## config.mk

```make
export PLATFORM = sky130hd
export DESIGN_NAME = bcd_digit_source
export DESIGN_NICKNAME = d
export VERILOG_FILES = /design/src/rtl/bcd_digit_source.sv
export SDC_FILE = /design/constraint.sdc
export NUM_CORES = 1
export LEC_CHECK = 0
export CAP_MARGIN = 10
export CELL_PAD_IN_SITES_DETAIL_PLACEMENT = 1
export CELL_PAD_IN_SITES_GLOBAL_PLACEMENT = 2
export CORE_MARGIN = 5
export CORE_UTILIZATION = 35
export CTS_CLUSTER_DIAMETER = 150
export DETAILED_ROUTE_END_ITERATION = 8
export PLACE_DENSITY = 0.87
export SETUP_SLACK_MARGIN = 0.2
export SLEW_MARGIN = 20
export SYNTH_ARGS = -nofsm -noshare
export SYNTH_HDL_FRONTEND = slang
export SYNTH_SLANG_ARGS = --single-unit
export TNS_END_PERCENT = 20
```

## constraint.sdc

```tcl
create_clock -name clk_100MHz -period 4.3 [get_ports clk_100MHz]
set_input_delay 0.86 -clock clk_100MHz [delete_from_list [all_inputs] [get_ports clk_100MHz]]
set_output_delay 0.86 -clock clk_100MHz [all_outputs]
set_load 0.02 [all_outputs]
```

## src/rtl/bcd_digit_source.sv

```systemverilog
// Sequential binary-to-BCD converter (double dabble, one bit per clock) feeding the display scanner.
// Optional build macro: BCD_OVERFLOW_HEX_EN shows raw hex of an out-of-range input instead of "EEEE".
module bcd_digit_source #(
    parameter int unsigned WIDTH = 14
) (
    input  logic             clk_100MHz,
    input  logic             rst_n,
    input  logic             in_valid,
    output logic             in_ready,
    input  logic [WIDTH-1:0] in_value,
    output logic [3:0]       digit3,
    output logic [3:0]       digit2,
    output logic [3:0]       digit1,
    output logic [3:0]       digit0,
    output logic             done,
    output logic             overflow
);

    localparam int unsigned CW = $clog2(WIDTH + 1);

    typedef enum logic [1:0] {
        IDLE,
        SHIFT,
        DONE
    } state_t;

    state_t           state_q, state_d;
    logic [WIDTH-1:0] sr_q, sr_d;
    logic [15:0]      bcd_q, bcd_d;
    logic [CW-1:0]    cnt_q, cnt_d;
    logic             ovf_pend_q, ovf_pend_d;
    logic [15:0]      digits_q, digits_d;
    logic             done_q, done_d;
    logic             overflow_q, overflow_d;
`ifdef BCD_OVERFLOW_HEX_EN
    logic [15:0]      raw_q, raw_d;
`endif

    logic [15:0]      bcd_adj;
    logic [15:0]      ovf_digits;
    logic             in_over;

    // Per-nibble add-3 correction applied ahead of each shift.
    always_comb begin
        bcd_adj = bcd_q;
        for (int unsigned i = 0; i < 4; i++) begin
            if (bcd_q[4*i +: 4] >= 4'd5) begin
                bcd_adj[4*i +: 4] = bcd_q[4*i +: 4] + 4'd3;
            end
        end
    end

    assign in_over = (32'(in_value) > 32'd9999);

`ifdef BCD_OVERFLOW_HEX_EN
    assign ovf_digits = raw_q;
`else
    assign ovf_digits = 16'hEEEE;
`endif

    always_comb begin
        state_d    = state_q;
        sr_d       = sr_q;
        bcd_d      = bcd_q;
        cnt_d      = cnt_q;
        ovf_pend_d = ovf_pend_q;
        digits_d   = digits_q;
        overflow_d = overflow_q;
        done_d     = 1'b0;
`ifdef BCD_OVERFLOW_HEX_EN
        raw_d      = raw_q;
`endif
        case (state_q)
            IDLE: begin
                if (in_valid) begin
                    sr_d       = in_value;
                    bcd_d      = '0;
                    cnt_d      = '0;
                    ovf_pend_d = in_over;
`ifdef BCD_OVERFLOW_HEX_EN
                    raw_d      = 16'(in_value);
`endif
                    state_d    = SHIFT;
                end
            end
            SHIFT: begin
                bcd_d = {bcd_adj[14:0], sr_q[WIDTH-1]};
                sr_d  = {sr_q[WIDTH-2:0], 1'b0};
                cnt_d = cnt_q + 1'b1;
                if (cnt_q == CW'(WIDTH - 1)) begin
                    state_d = DONE;
                end
            end
            DONE: begin
                digits_d   = ovf_pend_q ? ovf_digits : bcd_q;
                overflow_d = ovf_pend_q;
                done_d     = 1'b1;
                state_d    = IDLE;
            end
            default: begin
                state_d = IDLE;
            end
        endcase
    end

    always_ff @(posedge clk_100MHz or negedge rst_n) begin
        if (!rst_n) begin
            state_q    <= IDLE;
            sr_q       <= '0;
            bcd_q      <= '0;
            cnt_q      <= '0;
            ovf_pend_q <= 1'b0;
            digits_q   <= '0;
            done_q     <= 1'b0;
            overflow_q <= 1'b0;
`ifdef BCD_OVERFLOW_HEX_EN
            raw_q      <= '0;
`endif
        end else begin
            state_q    <= state_d;
            sr_q       <= sr_d;
            bcd_q      <= bcd_d;
            cnt_q      <= cnt_d;
            ovf_pend_q <= ovf_pend_d;
            digits_q   <= digits_d;
            done_q     <= done_d;
            overflow_q <= overflow_d;
`ifdef BCD_OVERFLOW_HEX_EN
            raw_q      <= raw_d;
`endif
        end
    end

    assign in_ready = (state_q == IDLE);
    assign digit3   = digits_q[15:12];
    assign digit2   = digits_q[11:8];
    assign digit1   = digits_q[7:4];
    assign digit0   = digits_q[3:0];
    assign done     = done_q;
    assign overflow = overflow_q;

endmodule

```

==> impl_metrics.yaml, run 1 <==
run_status:
  outcome: "finished clean"
setup_path:
  crit_required_ns: 4.50
  setup.reg_to_reg.worst_slack_ns: 2.41
  worst-path-max-fanout: 18
  r2r_start: "state_q[1]$_DFFE_PN0P_"
  critPathCaptureType: "flip-flop"
  critPathLaunchType: "input pin"
  worstSetupStartpoint: "in_valid"
  critical_path_class: "in2reg"
  critical_path_arrival_ns: 2.62
clock_tree:
  postCtsSetupRepairBufs: 0
  clk_pin_slew_worst_paths_ns: 0.10
  clkLatencyLatePin_ns: 0.31
  tritoncts: "built"
  postCtsResizedCells: 0
  max-clock-path-buffers: 2
  tritoncts.num_buffers: 5
  cts.htree.levels: 2
  postCtsHoldBufs: 0
  cts.sink_count: 55
  clock-root-buffer: "sky130_fd_sc_hd__clkbuf_8"
finish:
  area.growth.synth_to_final_pct: 20.1
  multiInputGateArea_um2: 1050
  final_cells: 387
  finalNetCount: 314
  post-route-util_pct: 42.9
  antenna_cells: 0
  share_of_final_layout_standard_cells_stronger_than_drive_strength_1_pct: 5.90
  fillers: 828
  final-seq-area_um2: 1380
floorplanning:
  row_count: 31
  die_width_um: 95.6
  die_height_um: 95.6
  top_level_ports: 36
  initial_utilization_pct: 35.7
  placeableCoreArea_um2: 7180
  fp.dieArea_um2: 9140
timing:
  maxSlewHeadroom_pct: 38.8
  finalHoldWorstSlack_ns: 0.481
  rsz0062_at_grt: "no"
  layout_worst_path_cycle_share_pct: 56.4
  fin_tns_setup_ns: 0
  timing_worst_slew_pin_value_ns: 0.918
  report.final.hold_viol_count: 0
  final_max_slew_viol_count: 0
  final.min_clock_period_ns: 2.42
  skew_ns: 0.0103
  max_freq_mhz: 412
  setup_violations: 0
global_route:
  globalRouteOverflowTotal: 0
  grt.total_usage_pct: 13.6
  grt_max_degree: 48
  grt_pass1_vias: 1991
  number_of_antenna_violations_at_the_first_check_in_global_routing: 0
  grt_first_pass_wirelength_um: 9830
synthesis:
  syn_inst: 260
  synth.avg_cell_area_um2: 9.87
  seq_area_frac_synth_pct: 53.7
  synth.yosys.warnings: 0
  ys_ff_latch: 55
  synth.cell_area_um2: 2560
  synthDistinctLibCells: 31
  postSynthNetCount: 287
pwr:
  power_density_nw_per_um2: 731
  vdd.ir_drop.worst_mv: 0.426
  lkg_pwr_nw: 1.35
routing:
  route.antenna.remaining_nets: 0
  via_count: 1901
  finalWirelength_um: 5670
  vias_per_cell: 4.91
  routed_wire_length_per_instance_um: 14.6
  drt_iter0_drc: 71
  drcViolationCount: 0
  firstDrtPassIters: 4
place:
  dp_cells: 379
  hpwlAfterDp_um: 3990
  portBuffers: 35
  place.gp.congestion: 0.777
hold_path:
  min-delay-path-class: "reg2reg"
  timing.hold.worst.start: "digits_q[0]$_DFFE_PN0P_"
flow_run:
  cap_violations: 0
==> cell families after synthesis <==
| kind of cell | Yosys count | synth area share (%) |
|---|---|---|
| DFF | 55 | 53.7 |
| and+or+nand+nor | 94 | 16.7 |
| adders and majority gates | 10 | 4.88 |
| xor gates and xnor gates | 7 | 2.39 |
| muxes | 4 | 1.76 |
| buffers and inverters | 28 | 5.66 |
| AOI/OAI and AO/OA | 62 | 15.0 |
==> flip-flops by register name (all words and copies together), names as in the netlist <==
register	count
cnt_q	4
ovf_pend_q	1
done	1
digits_q	16
bcd_q	16
overflow	1
state_q	2
sr_q	14
==> routing by layer <==
| layer | vias up | GRT usage (%) | wire, µm |
|---|---|---|---|
| met5 | - | 0 | 0 |
| met4 | 0 | 3.91 | 68 |
| met3 | 8 | 3.00 | 239 |
| met2 | 36 | 21.9 | 2490 |
| met1 | 907 | 18.4 | 2870 |
| li1 | 950 | - | - |
==> final timing paths <==
path / endpoint / cells past startpoint
worst max-delay path: bcd_q[11]$_DFFE_PN0P_ / 5
worst min-delay path: digits_q[0]$_DFFE_PN0P_ / 2
worst max register to register: bcd_q[11]$_DFFE_PN0P_ / 4
worst min register to register: digits_q[0]$_DFFE_PN0P_ / 2
max in group asynchronous: state_q[0]$_DFFE_PN0P_ / 2
min in group asynchronous: digits_q[15]$_DFFE_PN0P_ / 1
==> power breakdown <==
part / switching (W) / internal [W]
clock network: 0.000167 / 0.000233
registers: 0.000187 / 0.000727
logic: 0.000519 / 0.000419
total: 0.000873 / 0.00138
==> per-stage QoR <==
step | power (W) | cell area, µm² | worst slack [ns]
after floorplan | 0.00160 | 2560 | 2.50
after global placement | 0.00183 | 2950 | 1.56
after detailed placement | 0.00188 | 2950 | 1.54
after CTS | 0.00229 | 3080 | 1.87
after global routing | 0.00246 | 3080 | 1.80
final | 0.00225 | 3080 | 1.88
==> cell usage in the layout (no fill, tap or decap) <==
cell type                         count
sky130_fd_sc_hd__a311o_1              1
sky130_fd_sc_hd__buf_4                2
sky130_fd_sc_hd__clkbuf_1             1
sky130_fd_sc_hd__nor2_1              39
sky130_fd_sc_hd__o31ai_1             11
sky130_fd_sc_hd__ha_1                10
sky130_fd_sc_hd__nand4_1              1
sky130_fd_sc_hd__inv_1               11
sky130_fd_sc_hd__nor2b_1              1
sky130_fd_sc_hd__o21ai_0             28
sky130_fd_sc_hd__nand2b_1             4
sky130_fd_sc_hd__o22ai_1             12
sky130_fd_sc_hd__or3b_1               1
sky130_fd_sc_hd__clkdlybuf4s50_1     34
sky130_fd_sc_hd__a32o_1               4
sky130_fd_sc_hd__a22oi_1              1
sky130_fd_sc_hd__dfrtp_1             55
sky130_fd_sc_hd__clkbuf_8             5
sky130_fd_sc_hd__nand2b_2             2
sky130_fd_sc_hd__mux2_2               4
sky130_fd_sc_hd__bufinv_16            2
sky130_fd_sc_hd__nor3_1               1
sky130_fd_sc_hd__xor2_1               3
sky130_fd_sc_hd__nand2_1             23
sky130_fd_sc_hd__nor4_1               1
sky130_fd_sc_hd__buf_2                1
sky130_fd_sc_hd__and3_1               1
sky130_fd_sc_hd__and2_1               1
sky130_fd_sc_hd__nand2_8              1
sky130_fd_sc_hd__nand3_1             18
sky130_fd_sc_hd__a21oi_1              4
sky130_fd_sc_hd__xnor2_1              4
sky130_fd_sc_hd__o311ai_0             1
==> final cells by class <==
type                    count  area share, %
flip-flops and latches     55           44.7
multi-input cells         177           34.0
repair buffers             37           11.7
well taps                  99           4.02
clock buffers               6           2.36
clock inverters             2           1.95
inverters                  11           1.34
==> worst max-delay path: stages <==
cell and delay, ns:
sky130_fd_sc_hd__clkdlybuf4s50_1 0.46, sky130_fd_sc_hd__or3b_1 0.68, sky130_fd_sc_hd__nand2_8 0.28, sky130_fd_sc_hd__o31ai_1 0.11, sky130_fd_sc_hd__a32o_1 0.23
==> Yosys cell counts <==
| cell type | instances | share of area, % |
|---|---|---|
| sky130_fd_sc_hd__dfrtp_1 | 55 | 54 |
| sky130_fd_sc_hd__nor2_1 | 39 | 5.7 |
| sky130_fd_sc_hd__o21ai_0 | 28 | 5.5 |
| sky130_fd_sc_hd__nand2_1 | 23 | 3.4 |
| sky130_fd_sc_hd__nand3_1 | 18 | 3.5 |
| sky130_fd_sc_hd__o22ai_1 | 12 | 2.9 |
| sky130_fd_sc_hd__inv_1 | 11 | 1.6 |
| sky130_fd_sc_hd__o31ai_1 | 11 | 3.2 |
| sky130_fd_sc_hd__ha_1 | 10 | 4.9 |
| sky130_fd_sc_hd__buf_2 | 8 | 1.6 |
| sky130_fd_sc_hd__nand2b_1 | 5 | 1.2 |
| sky130_fd_sc_hd__a21oi_1 | 4 | 0.78 |
| sky130_fd_sc_hd__a32o_1 | 4 | 1.6 |
| sky130_fd_sc_hd__buf_6 | 4 | 1.8 |
| sky130_fd_sc_hd__clkbuf_1 | 4 | 0.59 |
| sky130_fd_sc_hd__mux2_2 | 4 | 1.8 |
| sky130_fd_sc_hd__xnor2_1 | 4 | 1.4 |
| sky130_fd_sc_hd__xor2_1 | 3 | 1.0 |
| sky130_fd_sc_hd__a22oi_1 | 1 | 0.29 |
| sky130_fd_sc_hd__a311o_1 | 1 | 0.39 |
| sky130_fd_sc_hd__and2_1 | 1 | 0.24 |
| sky130_fd_sc_hd__and3_1 | 1 | 0.24 |
| sky130_fd_sc_hd__buf_1 | 1 | 0.15 |
| sky130_fd_sc_hd__nand2_8 | 1 | 0.78 |
| sky130_fd_sc_hd__nand2b_2 | 1 | 0.34 |
| sky130_fd_sc_hd__nand4_1 | 1 | 0.24 |
| sky130_fd_sc_hd__nor2b_1 | 1 | 0.24 |
| sky130_fd_sc_hd__nor3_1 | 1 | 0.19 |
| sky130_fd_sc_hd__nor4_1 | 1 | 0.24 |
| sky130_fd_sc_hd__o311ai_0 | 1 | 0.34 |
| sky130_fd_sc_hd__or3b_1 | 1 | 0.34 |
(Power assumes the default switching activity.)
==> run 2: changes to the inputs <==
- CORE_UTILIZATION: 35 -> 31
- PLACE_DENSITY: 0.87 -> 0.81
- clock period: 4.3 -> 2.15 ns (I/O delays scaled with it)
==> impl_metrics.yaml, run 2 (synthesized netlist as in run 1, its figures left out) <==
global_route:
  grt.total_usage_pct: 12.0
  grt_first_pass_wirelength_um: 9850
  globalRouteOverflowTotal: 0
  number_of_antenna_violations_at_the_first_check_in_global_routing: 0
  grt_max_degree: 56
  grt_pass1_vias: 1965
timing:
  rsz0062_at_grt: "no"
  setup_violations: 0
  layout_worst_path_cycle_share_pct: 80.8
  timing_worst_slew_pin_value_ns: 0.668
  skew_ns: 0.0111
  max_freq_mhz: 576
  final.min_clock_period_ns: 1.74
  finalHoldWorstSlack_ns: 0.0875
  report.final.hold_viol_count: 0
  maxSlewHeadroom_pct: 55.5
  fin_tns_setup_ns: 0
  final_max_slew_viol_count: 0
pwr:
  vdd.ir_drop.worst_mv: 0.453
  power_density_nw_per_um2: 1400
  pwr-share-clk_pct: 13.1
  lkg_pwr_nw: 1.38
  power_frac_comb_pct: 44.7
  internal_power_w: 0.00257
  switching_part_of_the_total_pct: 40.9
  switching_component_of_the_power_w: 0.00178
  power.share.sequential_pct: 42.2
clock_tree:
  tritoncts.num_buffers: 5
  postCtsHoldBufs: 0
  max-clock-path-buffers: 2
  clock-root-buffer: "sky130_fd_sc_hd__clkbuf_8"
  clkLatencyLatePin_ns: 0.32
  cts.htree.levels: 2
  postCtsResizedCells: 1
  cts.sink_count: 55
  postCtsSetupRepairBufs: 0
  clk_pin_slew_worst_paths_ns: 0.11
  tritoncts: "built"
floorplanning:
  die_width_um: 101
  fp.dieArea_um2: 10200
  row_count: 33
  initial_utilization_pct: 31.5
  die_height_um: 101
  top_level_ports: 36
  placeableCoreArea_um2: 8130
setup_path:
  critical_path_arrival_ns: 1.96
  worst-path-max-fanout: 4
  worst-path-stages: 6
  cells_on_worst_reg2reg_path: 6
  setup.reg_to_reg.worst_slack_ns: 0.41
  cp_slowest_stage_delay_ns: 0.42
  critPathLaunchType: "flip-flop"
  critical_path_class: "reg2reg"
  path_delay_family: "compound AO/OA/AOI/OAI gates"
  crit_slowest_cell: "sky130_fd_sc_hd__dfrtp_1"
  worst_r2r_endpoint: "bcd_q[6]$_DFFE_PN0P_"
  critPathCaptureType: "flip-flop"
  r2r_start: "bcd_q[4]$_DFFE_PN0P_"
  worst_path_buffer_plus_inverter_count: 1
  crit_required_ns: 2.38
  worstPathCellList: "inv_1, ha_1, nand2b_1, a21oi_1, mux2_2, o21ai_0"
routing:
  routed_wire_length_per_instance_um: 14.3
  route.antenna.remaining_nets: 0
  drt_iter0_drc: 59
  finalWirelength_um: 5690
  via_count: 1953
  vias_per_cell: 4.91
  drcViolationCount: 0
  firstDrtPassIters: 4
hold_path:
  min-delay-path-class: "in2async"
finish:
  finalNetCount: 320
  post-route-util_pct: 38.3
  share_of_final_layout_standard_cells_stronger_than_drive_strength_1_pct: 7.51
  reg.largest.list: "bcd_q (16), digits_q (16), sr_q (14)"
  mostFrequentLayoutCell: "sky130_fd_sc_hd__dfrtp_1"
  antenna_cells: 0
  most_frequent_cells_in_the_layout: "sky130_fd_sc_hd__dfrtp_1, sky130_fd_sc_hd__nor2_1, sky130_fd_sc_hd__clkdlybuf4s50_1, sky130_fd_sc_hd__o21ai_0, sky130_fd_sc_hd__nand2_1"
  area.growth.synth_to_final_pct: 21.5
place:
  place.gp.congestion: 0.768
  portBuffers: 35
  hpwlAfterDp_um: 4020
flow_run:
  cap_violations: 0
run_status:
  outcome: "finished clean"
## run 2: changes by cell type in the layout (fill, tap and decap cells not counted), sizes merged
cell / change
buf: +6
bufinv: -2
clkbuf: -1
clkdlybuf4s50: -1
clkinv: +2
dlygate4sd2: +1
## run 2: power by group through the flow
stage          Combinational, W  Clock [W]  Sequential [W]
2_1_floorplan           0.00138          0         0.00182
3_3_place_gp            0.00191          0         0.00185
3_5_place_dp            0.00198          0         0.00186
4_1_cts                 0.00199   0.000592         0.00184
5_1_grt                 0.00222   0.000616         0.00190
6_report                0.00195   0.000570         0.00184
## run 2: worst max-delay path by stage
stage	from	endpoint	slack, ns
floorplan	bcd_q[0]$_DFFE_PN0P_	bcd_q[2]$_DFFE_PN0P_	0.63
finish	bcd_q[4]$_DFFE_PN0P_	bcd_q[6]$_DFFE_PN0P_	0.41
CTS	bcd_q[4]$_DFFE_PN0P_	bcd_q[6]$_DFFE_PN0P_	0.40
global placement	in_valid	sr_q[13]$_DFFE_PN0P_	0.17
global route	bcd_q[0]$_DFFE_PN0P_	bcd_q[2]$_DFFE_PN0P_	0.24
detailed placement	in_valid	sr_q[10]$_DFFE_PN0P_	0.13
## run 2: routing by layer
layer	GRT usage (%)	routed length (µm)
met5	0	0
met2	19.4	2650
met3	2.56	244
met4	3.07	39
met1	16.3	2750
## run 2: area by class of cell
class / count / area [µm²]
clock buffers: 5 / 68.8
clock inverters: 2 / 13.8
fillers: 966 / 5020
inverters: 11 / 41.3
multi-input cells: 177 / 1040
flip-flops and latches: 55 / 1380
well taps: 105 / 131
repair buffers: 43 / 442
## run 2: through the flow
| step | instances | total power (W) | setup slack [ns] | instance area, µm² |
|---|---|---|---|---|
| final | 398 | 0.00435 | 0.413 | 3120 |
| after global routing | 398 | 0.00474 | 0.237 | 3120 |
| after CTS | 398 | 0.00442 | 0.397 | 3120 |
| after detailed placement | 391 | 0.00385 | 0.130 | 3040 |
| after global placement | 391 | 0.00376 | 0.173 | 3040 |
| after floorplan | 260 | 0.00320 | 0.630 | 2560 |
## run 2: worst reg2reg max path, cell delays in order (launching register included)
cell,delay [ns]
sky130_fd_sc_hd__dfrtp_1,0.42
sky130_fd_sc_hd__inv_1,0.12
sky130_fd_sc_hd__ha_1,0.22
sky130_fd_sc_hd__nand2b_1,0.08
sky130_fd_sc_hd__a21oi_1,0.29
sky130_fd_sc_hd__mux2_2,0.37
sky130_fd_sc_hd__o21ai_0,0.15
==> run 3: changes to the inputs <==
- CORE_UTILIZATION: 31 -> 34
- PLACE_DENSITY: 0.81 -> 0.85
- clock period: 2.15 -> 1.75 ns (I/O delays scaled with it)
==> impl_metrics.yaml, run 3 (synthesized netlist as in run 1, its figures left out) <==
clock_tree:
  tritoncts: "built"
  clkLatencyLatePin_ns: 0.31
  cts.sink_count: 55
  clk_pin_slew_worst_paths_ns: 0.11
  max-clock-path-buffers: 2
  clock-root-buffer: "sky130_fd_sc_hd__clkbuf_8"
  postCtsHoldBufs: 0
  tritoncts.num_buffers: 5
  cts.htree.levels: 2
timing:
  finalHoldWorstSlack_ns: 0.0208
  skew_ns: 0.00932
  final.min_clock_period_ns: 1.63
  timing_worst_slew_pin_value_ns: 0.617
  max_freq_mhz: 612
  report.final.hold_viol_count: 0
  fin_tns_setup_ns: 0
  maxSlewHeadroom_pct: 58.9
  layout_worst_path_cycle_share_pct: 93.4
  setup_violations: 0
  final_max_slew_viol_count: 0
  rsz0062_at_grt: "yes"
setup_path:
  critical_path_arrival_ns: 1.28
  r2r_start: "bcd_q[4]$_DFFE_PN0P_"
  critPathCaptureType: "output pin"
  worstPathCellList: "clkdlybuf4s50_1"
  cp_slowest_stage_delay_ns: 0.61
  worstSetupStartpoint: "digits_q[8]$_DFFE_PN0P_"
  critical_path_class: "reg2out"
  crit_required_ns: 1.40
  critPathLaunchType: "flip-flop"
  worst-path-max-fanout: 2
  path_delay_family: "buffers and inverters"
  crit_slowest_cell: "sky130_fd_sc_hd__clkdlybuf4s50_1"
  worst_path_buffer_plus_inverter_count: 1
routing:
  via_count: 2026
  routed_wire_length_per_instance_um: 14.4
  firstDrtPassIters: 4
  route.antenna.remaining_nets: 0
  vias_per_cell: 4.94
  drt_iter0_drc: 53
  finalWirelength_um: 5880
  drcViolationCount: 0
finish:
  mostFrequentLayoutCell: "sky130_fd_sc_hd__dfrtp_1"
  area.growth.synth_to_final_pct: 29.5
  antenna_cells: 0
  reg.largest.list: "bcd_q (16), digits_q (16), sr_q (14)"
  final_cells: 410
  fillers: 866
  share_of_final_layout_standard_cells_stronger_than_drive_strength_1_pct: 17.0
  finalNetCount: 337
  most_frequent_cells_in_the_layout: "sky130_fd_sc_hd__dfrtp_1, sky130_fd_sc_hd__nor2_1, sky130_fd_sc_hd__o21ai_0, sky130_fd_sc_hd__clkdlybuf4s50_1, sky130_fd_sc_hd__nand2_1"
floorplanning:
  die_width_um: 96.9
  row_count: 31
  die_height_um: 96.9
  placeableCoreArea_um2: 7290
  top_level_ports: 36
  initial_utilization_pct: 35.2
  fp.dieArea_um2: 9380
hold_path:
  min-delay-path-class: "in2async"
place:
  portBuffers: 35
  dp_cells: 394
  place.gp.congestion: 0.754
  hpwlAfterDp_um: 4100
global_route:
  grt.total_usage_pct: 12.8
  grt_first_pass_wirelength_um: 10200
  grt_pass1_vias: 2098
  number_of_antenna_violations_at_the_first_check_in_global_routing: 0
  globalRouteOverflowTotal: 0
  grt_max_degree: 56
run_status:
  outcome: "finished clean"
pwr:
  switching_part_of_the_total_pct: 38.3
  power.share.sequential_pct: 37.3
  internal_power_w: 0.00372
  power_density_nw_per_um2: 1810
  switching_component_of_the_power_w: 0.00231
  design_power_total_w: 0.00603
  power_frac_comb_pct: 46.0
  vdd.ir_drop.worst_mv: 0.548
  pwr-share-clk_pct: 16.7
  lkg_pwr_nw: 1.54
flow_run:
  cap_violations: 0
## run 3: changes by cell type in the layout (fill, tap and decap cells not counted), sizes merged
cell	before	now
clkdlybuf4s50	33	24
bufinv	0	2
dlygate4sd2	1	6
clkinv	2	0
dlymetal6s2s	0	4
buf	9	26
clkinvlp	0	1
## run 3: stage by stage
stage	utilization [%]	area, µm²	setup slack, ns
after detailed placement	42.5	3100	-0.227
after global routing	45.6	3320	0.0692
after floorplan	-	2560	0.230
after CTS	44.9	3280	0.102
after global placement	42.5	3100	-0.179
final	45.6	3320	0.116
## run 3: layout make-up
| type | count | area (µm²) | share of cell area (%) |
|---|---|---|---|
| clock inverters | 3 | 67.6 | 2.03 |
| flip-flops and latches | 55 | 1380 | 41.4 |
| multi-input cells | 177 | 1070 | 32.2 |
| inverters | 11 | 41.3 | 1.24 |
| well taps | 99 | 124 | 3.73 |
| clock buffers | 5 | 68.8 | 2.07 |
| repair buffers | 60 | 573 | 17.3 |
## run 3: final timing paths
check                                               end  slack, ns  cells past startpoint
min in group clk_100MHz         digits_q[5]$_DFFE_PN0P_       0.49                      2
worst max-delay path                          digit2[0]       0.12                      1
max in group asynchronous           sr_q[8]$_DFFE_PN0P_       1.48                      2
worst min register to register  digits_q[5]$_DFFE_PN0P_       0.49                      2
worst max register to register     bcd_q[6]$_DFFE_PN0P_       0.21                      6
worst min-delay path            digits_q[9]$_DFFE_PN0P_       0.02                      2
## run 3: what timing repair did
action,CTS,global route
gates cloned,0,0
pin swaps,1,2
setup buffers,4,4
endpoints found under the setup margin,48,32
gates resized for setup,17,7
## run 3: power groups by stage
stage / clock network [W] / registers [W] / logic, W
after CTS: 0.00102 / 0.00224 / 0.00275
after global placement: 0 / 0.00225 / 0.00251
after floorplan: 0 / 0.00223 / 0.00170
after global routing: 0.00109 / 0.00233 / 0.00312
final: 0.00101 / 0.00225 / 0.00277
after detailed placement: 0 / 0.00227 / 0.00261
## run 3: per-layer routing
layer  vias to the layer above  part of all wire, %  GRT usage [%]
li1                        994                    -              -
met1                       984                   50           17.9
met2                        43                   46           19.9
met3                         5                  3.5           3.31
met4                         0                 0.58           2.92
met5                         -                    0              0
